`src/rtl/cfg_stream_loader.sv`:
```
// cfg_stream_loader: walks the configuration bitstream out of the single-port
// config memory (registered address, unregistered data, clock enable), packs
// bytes LSB-first into words and streams them over a valid/ready handshake.
// Optional build macro: CFG_STREAM_CHECKSUM_EN adds one trailer read after
// the last word and flags a nonzero mod-256 sum of bitstream plus trailer.
module cfg_stream_loader #(
  parameter int ADDR_WIDTH     = 17,
  parameter int BYTE_WIDTH     = 8,
  parameter int NUM_BYTES      = 100000,
  parameter int BYTES_PER_WORD = 4,
  parameter int START_ADDR     = 0
) (
  input  logic                                 clk,
  input  logic                                 reset,
  input  logic                                 start,
  output logic                                 busy,
  output logic                                 done,
  output logic [ADDR_WIDTH-1:0]                mem_address,
  output logic                                 mem_chipselect,
  output logic                                 mem_clken,
  output logic                                 mem_write,
  output logic [BYTE_WIDTH-1:0]                mem_writedata,
  input  logic [BYTE_WIDTH-1:0]                mem_readdata,
  output logic [BYTE_WIDTH*BYTES_PER_WORD-1:0] cfg_data,
  output logic                                 cfg_valid,
  input  logic                                 cfg_ready,
  output logic                                 cfg_last,
  output logic                                 checksum_err
);

  // one extra pointer bit so START_ADDR+NUM_BYTES == 2^ADDR_WIDTH never wraps
  localparam int PTR_W = ADDR_WIDTH + 1;
  localparam int IDX_W = (BYTES_PER_WORD > 1) ? $clog2(BYTES_PER_WORD + 1) : 1;
  localparam logic [PTR_W-1:0] BEGIN_PTR = PTR_W'(START_ADDR);
  localparam logic [PTR_W-1:0] END_PTR   = PTR_W'(START_ADDR + NUM_BYTES);
  localparam logic [PTR_W-1:0] LAST_PTR  = PTR_W'(START_ADDR + NUM_BYTES - 1);
  localparam logic [IDX_W-1:0] FULL_IDX  = IDX_W'(BYTES_PER_WORD - 1);

  typedef enum logic [2:0] {
    S_IDLE, S_ADDR, S_CAPT, S_EMIT, S_TADDR, S_TCAPT
  } state_t;

  state_t                                   state_q, state_d;
  logic [PTR_W-1:0]                         ptr_q, ptr_d;
  logic [IDX_W-1:0]                         idx_q, idx_d;
  logic [BYTES_PER_WORD-1:0][BYTE_WIDTH-1:0] buf_q, buf_d;
  logic                                     done_q, done_d;
`ifdef CFG_STREAM_CHECKSUM_EN
  logic [7:0]                               sum_q, sum_d;
  logic                                     err_q, err_d;
`endif

  // state and datapath registers; reset abandons any load without a done
  always_ff @(posedge clk) begin
    if (reset) begin
      state_q <= S_IDLE;
      ptr_q   <= '0;
      idx_q   <= '0;
      buf_q   <= '0;
      done_q  <= 1'b0;
`ifdef CFG_STREAM_CHECKSUM_EN
      sum_q   <= '0;
      err_q   <= 1'b0;
`endif
    end else begin
      state_q <= state_d;
      ptr_q   <= ptr_d;
      idx_q   <= idx_d;
      buf_q   <= buf_d;
      done_q  <= done_d;
`ifdef CFG_STREAM_CHECKSUM_EN
      sum_q   <= sum_d;
      err_q   <= err_d;
`endif
    end
  end

  // next-state, byte packing and memory/stream strobes
  always_comb begin
    state_d        = state_q;
    ptr_d          = ptr_q;
    idx_d          = idx_q;
    buf_d          = buf_q;
    done_d         = 1'b0;
`ifdef CFG_STREAM_CHECKSUM_EN
    sum_d          = sum_q;
    err_d          = err_q;
`endif
    mem_chipselect = 1'b0;
    mem_clken      = 1'b0;
    mem_address    = '0;
    cfg_valid      = 1'b0;
    cfg_last       = 1'b0;
    case (state_q)
      S_IDLE: begin
        // done_q high means we are in the done cycle: start there is ignored
        if (start && !done_q) begin
          state_d = S_ADDR;
          ptr_d   = BEGIN_PTR;
          idx_d   = '0;
          buf_d   = '0;
`ifdef CFG_STREAM_CHECKSUM_EN
          sum_d   = '0;
          err_d   = 1'b0;
`endif
        end
      end
      S_ADDR: begin
        mem_chipselect = 1'b1;
        mem_clken      = 1'b1;
        mem_address    = ptr_q[ADDR_WIDTH-1:0];
        state_d        = S_CAPT;
      end
      S_CAPT: begin
        // clken low keeps the registered address, so readdata is stable here
        mem_chipselect = 1'b1;
        mem_address    = ptr_q[ADDR_WIDTH-1:0];
        for (int l = 0; l < BYTES_PER_WORD; l++)
          if (idx_q == IDX_W'(l)) buf_d[l] = mem_readdata;
`ifdef CFG_STREAM_CHECKSUM_EN
        sum_d = sum_q + 8'(mem_readdata);
`endif
        ptr_d = ptr_q + 1'b1;
        idx_d = idx_q + 1'b1;
        if (idx_q == FULL_IDX || ptr_q == LAST_PTR) state_d = S_EMIT;
        else                                        state_d = S_ADDR;
      end
      S_EMIT: begin
        cfg_valid = 1'b1;
        cfg_last  = (ptr_q == END_PTR);
        if (cfg_ready) begin
          buf_d = '0;
          idx_d = '0;
          if (ptr_q != END_PTR) begin
            state_d = S_ADDR;
          end else begin
`ifdef CFG_STREAM_CHECKSUM_EN
            state_d = S_TADDR;
`else
            done_d  = 1'b1;
            state_d = S_IDLE;
`endif
          end
        end
      end
`ifdef CFG_STREAM_CHECKSUM_EN
      S_TADDR: begin
        // pointer already sits on START_ADDR+NUM_BYTES, the trailer byte
        mem_chipselect = 1'b1;
        mem_clken      = 1'b1;
        mem_address    = ptr_q[ADDR_WIDTH-1:0];
        state_d        = S_TCAPT;
      end
      S_TCAPT: begin
        mem_chipselect = 1'b1;
        mem_address    = ptr_q[ADDR_WIDTH-1:0];
        err_d          = ((sum_q + 8'(mem_readdata)) != 8'd0);
        done_d         = 1'b1;
        state_d        = S_IDLE;
      end
`endif
      default: state_d = S_IDLE;
    endcase
  end

  assign busy          = (state_q != S_IDLE);
  assign done          = done_q;
  assign cfg_data      = buf_q;
  assign mem_write     = 1'b0;
  assign mem_writedata = '0;
`ifdef CFG_STREAM_CHECKSUM_EN
  assign checksum_err  = err_q;
`else
  assign checksum_err  = 1'b0;
`endif

endmodule

```
`config.mk`:
```
export PLATFORM = sky130hd
export DESIGN_NAME = cfg_stream_loader
export DESIGN_NICKNAME = d
export VERILOG_FILES = /design/src/rtl/cfg_stream_loader.sv
export SDC_FILE = /design/constraint.sdc
export NUM_CORES = 1
export LEC_CHECK = 0
export ABC_AREA = 1
export CAP_MARGIN = 20
export CORE_MARGIN = 2
export CORE_UTILIZATION = 59
export CTS_BUF_LIST = sky130_fd_sc_hd__clkbuf_8
export CTS_CLUSTER_SIZE = 25
export DETAILED_ROUTE_END_ITERATION = 8
export DONT_BUFFER_PORTS = 1
export PLACE_DENSITY = 0.86
export SLEW_MARGIN = 0
export SYNTH_ARGS = -nofsm -noshare
export SYNTH_HDL_FRONTEND = slang
export SYNTH_SLANG_ARGS = --single-unit
export TNS_END_PERCENT = 10
```
`constraint.sdc`:
```
create_clock -name clk -period 2.5 [get_ports clk]
set_input_delay 0.25 -clock clk [delete_from_list [all_inputs] [get_ports clk]]
set_output_delay 0.25 -clock clk [all_outputs]
set_load 0.01 [all_outputs]
```
==> out/metrics.cfg <==
[cts]
postCtsSetupBuffers=0
cts_buffer_depth=2
cts_buffers=5
clockRootBuffer=clkbuf_8
numClockSinks=56
clock_latency_ns=0.32
htreeDepth=2
cts_tree=built
clkTransAtPathRegs_ns=0.10

[status]
status=finished, final reports clean

[finish]
fin_util_pct=63.0
final_nets=430
area_growth_pct=3.76
final_cell_mix=nand2_1 (128), dfxtp_1 (56), inv_1 (54), a21oi_1 (51), nor2_1 (23)
diodes=0
drive_gt1_share_pct=9.80
final_cell_area_um2=2940
finalNonFillerCells=462
fillCellCount=408
final_common_cell=nand2_1

[setup_path]
slowest_delay_ns=0.39
cp-start-kind=register
slowest_stage=dfxtp_1
cpLargestDelayFamily=buffers and inverters
ff2ff_path_depth=9
crit_buf_inv=3
r2r_end=cfg_data[17]
crit_top_cell=inv_1
cp.arrival_ns=1.63
reg2reg_slack_ns=0.78
path_max_fanout=18
cp-end-kind=output port
crit_chain=inv_1 -> ha_1 -> buf_4 -> nand2_1 -> inv_1
required_ns=2.25
r2r-start=state_q[0]
criticalPathCategory=reg2out

[pwr]
p_sw_uw=735
p_int_uw=1270
total_power_uw=2010
power.share.combinational_pct=25.8
swShare_pct=36.7
p_leak_uw=0.00131
power_density_nw_per_um2=683
pwr-share-seq_pct=48.1
peakVddDrop_uv=372
clkPwrFrac_pct=26.1

[run]
cap_violations=0

[die]
coreArea_um2=4660
fp.dieH_um=73.3
dieArea_um2=5370
initial_core_util_pct=60.8
fp.dieW_um=73.3
io_pins=77
rows=25

[timing]
fin_setup_tns_ns=0
fin_crit_sh_pct=75.4
finalHoldViolations=0
rsz0062_at_grt=no
period_needed_ns=1.88
fmax_mhz=531
skew_ns=0.0111
slew_violations=0
setup_viol=0

[routing]
detail_route.iter0.violations=107
wirelength_um=6130
dr.pass1.iters=5
wl_per_cell_um=13.3
drc=0
ant_nets=0
vias=2440
vias_per_cell=5.28

[logic_synthesis]
yosysSeqAreaShare_pct=39.6
syn_inst=407
synth.area.top_cells=dfxtp_1 (40%), nand2_1 (17%), a21oi_1 (9.0%)
ys_seq_elements=56
syn_area_um2=2830
yosysTopAreaCellShare_pct=39.6
yosys_warnings=0
yosysTopAreaCell=dfxtp_1
avgSynthCellArea_um2=6.96
synth_cell_types=35

[placed_design]
gp_congestion=0.858
postPlaceCellArea_um2=2820
hpwl_um=4660
io_buffer_count=0
dp_cells=453

[global_route]
grt_pass1_vias=2248
grt_use_total_pct=23.9
overflow=0
grt_max_degree=39
antenna_found_initial=0
grt_pass1_wl_um=9850

[min_path]
whs_path_depth=1
min_to=done
hold_class=in2reg
hp-start=cfg_ready

## kinds of logic (layout without fill, tap and decap cells)
logic type	after synthesis	in the layout	share of synthesized area, %
AOI/OAI and AO/OA	68	68	13.3
xor gates and xnor gates	3	3	0.928
adders and majority gates	11	11	4.86
buffers and inverters	85	77	13.3
DFF	56	56	39.6
other	1	10	0.132
and+or+nand+nor	183	183	27.9
## through the flow
stage               setup slack (ns)  hold slack (ns)
floorplan                      0.857            0.403
global placement               0.854            0.323
finish                         0.615           0.0737
global route                   0.477           0.0811
detailed placement             0.831            0.325
CTS                            0.605           0.0704
## state kept, by name, summed over array words and instances, names as in the netlist
name and flops:
cfg_data 32, state_q 2, done 1, idx_q 3
ptr_q 18
## cell type report
class | instances | area, um2 | area share [%]
clock buffers | 5 | 68.8 | 2.34
clock inverters | 3 | 27.5 | 0.937
multi-input cells | 275 | 1370 | 46.5
repair buffers | 3 | 35.0 | 1.19
inverters | 66 | 251 | 8.56
flip-flops and latches | 56 | 1120 | 38.2
well taps | 54 | 67.6 | 2.30
## Yosys cell counts, drive strengths merged
| master | n |
|---|---|
| a31oi | 1 |
| nand3b | 2 |
| clkinv | 3 |
| inv | 63 |
| nand4 | 1 |
| o21a | 1 |
| a21oi | 51 |
| nor3 | 5 |
| nand2 | 135 |
| clkbuf | 4 |
| o211ai | 1 |
| conb | 1 |
| nor2 | 27 |
| xor2 | 1 |
| o21ai | 11 |
| xnor2 | 2 |
| and3 | 1 |
| nand3 | 12 |
| dfxtp | 56 |
| a211oi | 3 |
| ha | 11 |
| buf | 15 |
## metal layers
| metal | GRT usage [%] | vias up | part of all wire, % |
|---|---|---|---|
| met5 | 0 | - | 0 |
| met4 | 13.2 | 0 | 3.2 |
| met3 | 6.86 | 19 | 7.1 |
| met2 | 38.8 | 89 | 50 |
| met1 | 28.2 | 1094 | 40 |
| li1 | - | 1238 | - |
## worst register-to-register path, cell delays in order (launching register included)
cell and delay, ns:
dfxtp_1 0.39, inv_1 0.08, ha_1 0.36, nand2_4 0.11
inv_2 0.04, a21oi_1 0.18, nand2_2 0.16, clkinv_2 0.14
nand2_1 0.07, a21oi_1 0.14
## power by group through the flow
stage          logic [uW]  registers (uW)  clock network, uW
3_5_place_dp          503             985                  0
4_1_cts               518             964                533
5_1_grt               582             969                568
3_3_place_gp          490             983                  0
2_1_floorplan         436             977                  0
6_report              517             964                524
## timing repair
action | CTS | global route
hold buffers | 1 | 0
resized for setup | 0 | 0
hold endpoints to repair | 38 | 0
## how the worst max path moves through the flow
stage	start	to	slack, ns	depth (start not counted)
3_5_place_dp	state_q[0]	cfg_data[7]	0.83	9
4_1_cts	state_q[1]	mem_address[0]	0.60	5
2_1_floorplan	state_q[0]	mem_address[0]	0.86	6
3_3_place_gp	state_q[1]	cfg_data[20]	0.85	8
5_1_grt	state_q[0]	mem_address[1]	0.48	5
6_report	state_q[1]	mem_address[0]	0.62	5
Power figures use the tool's default switching activity.
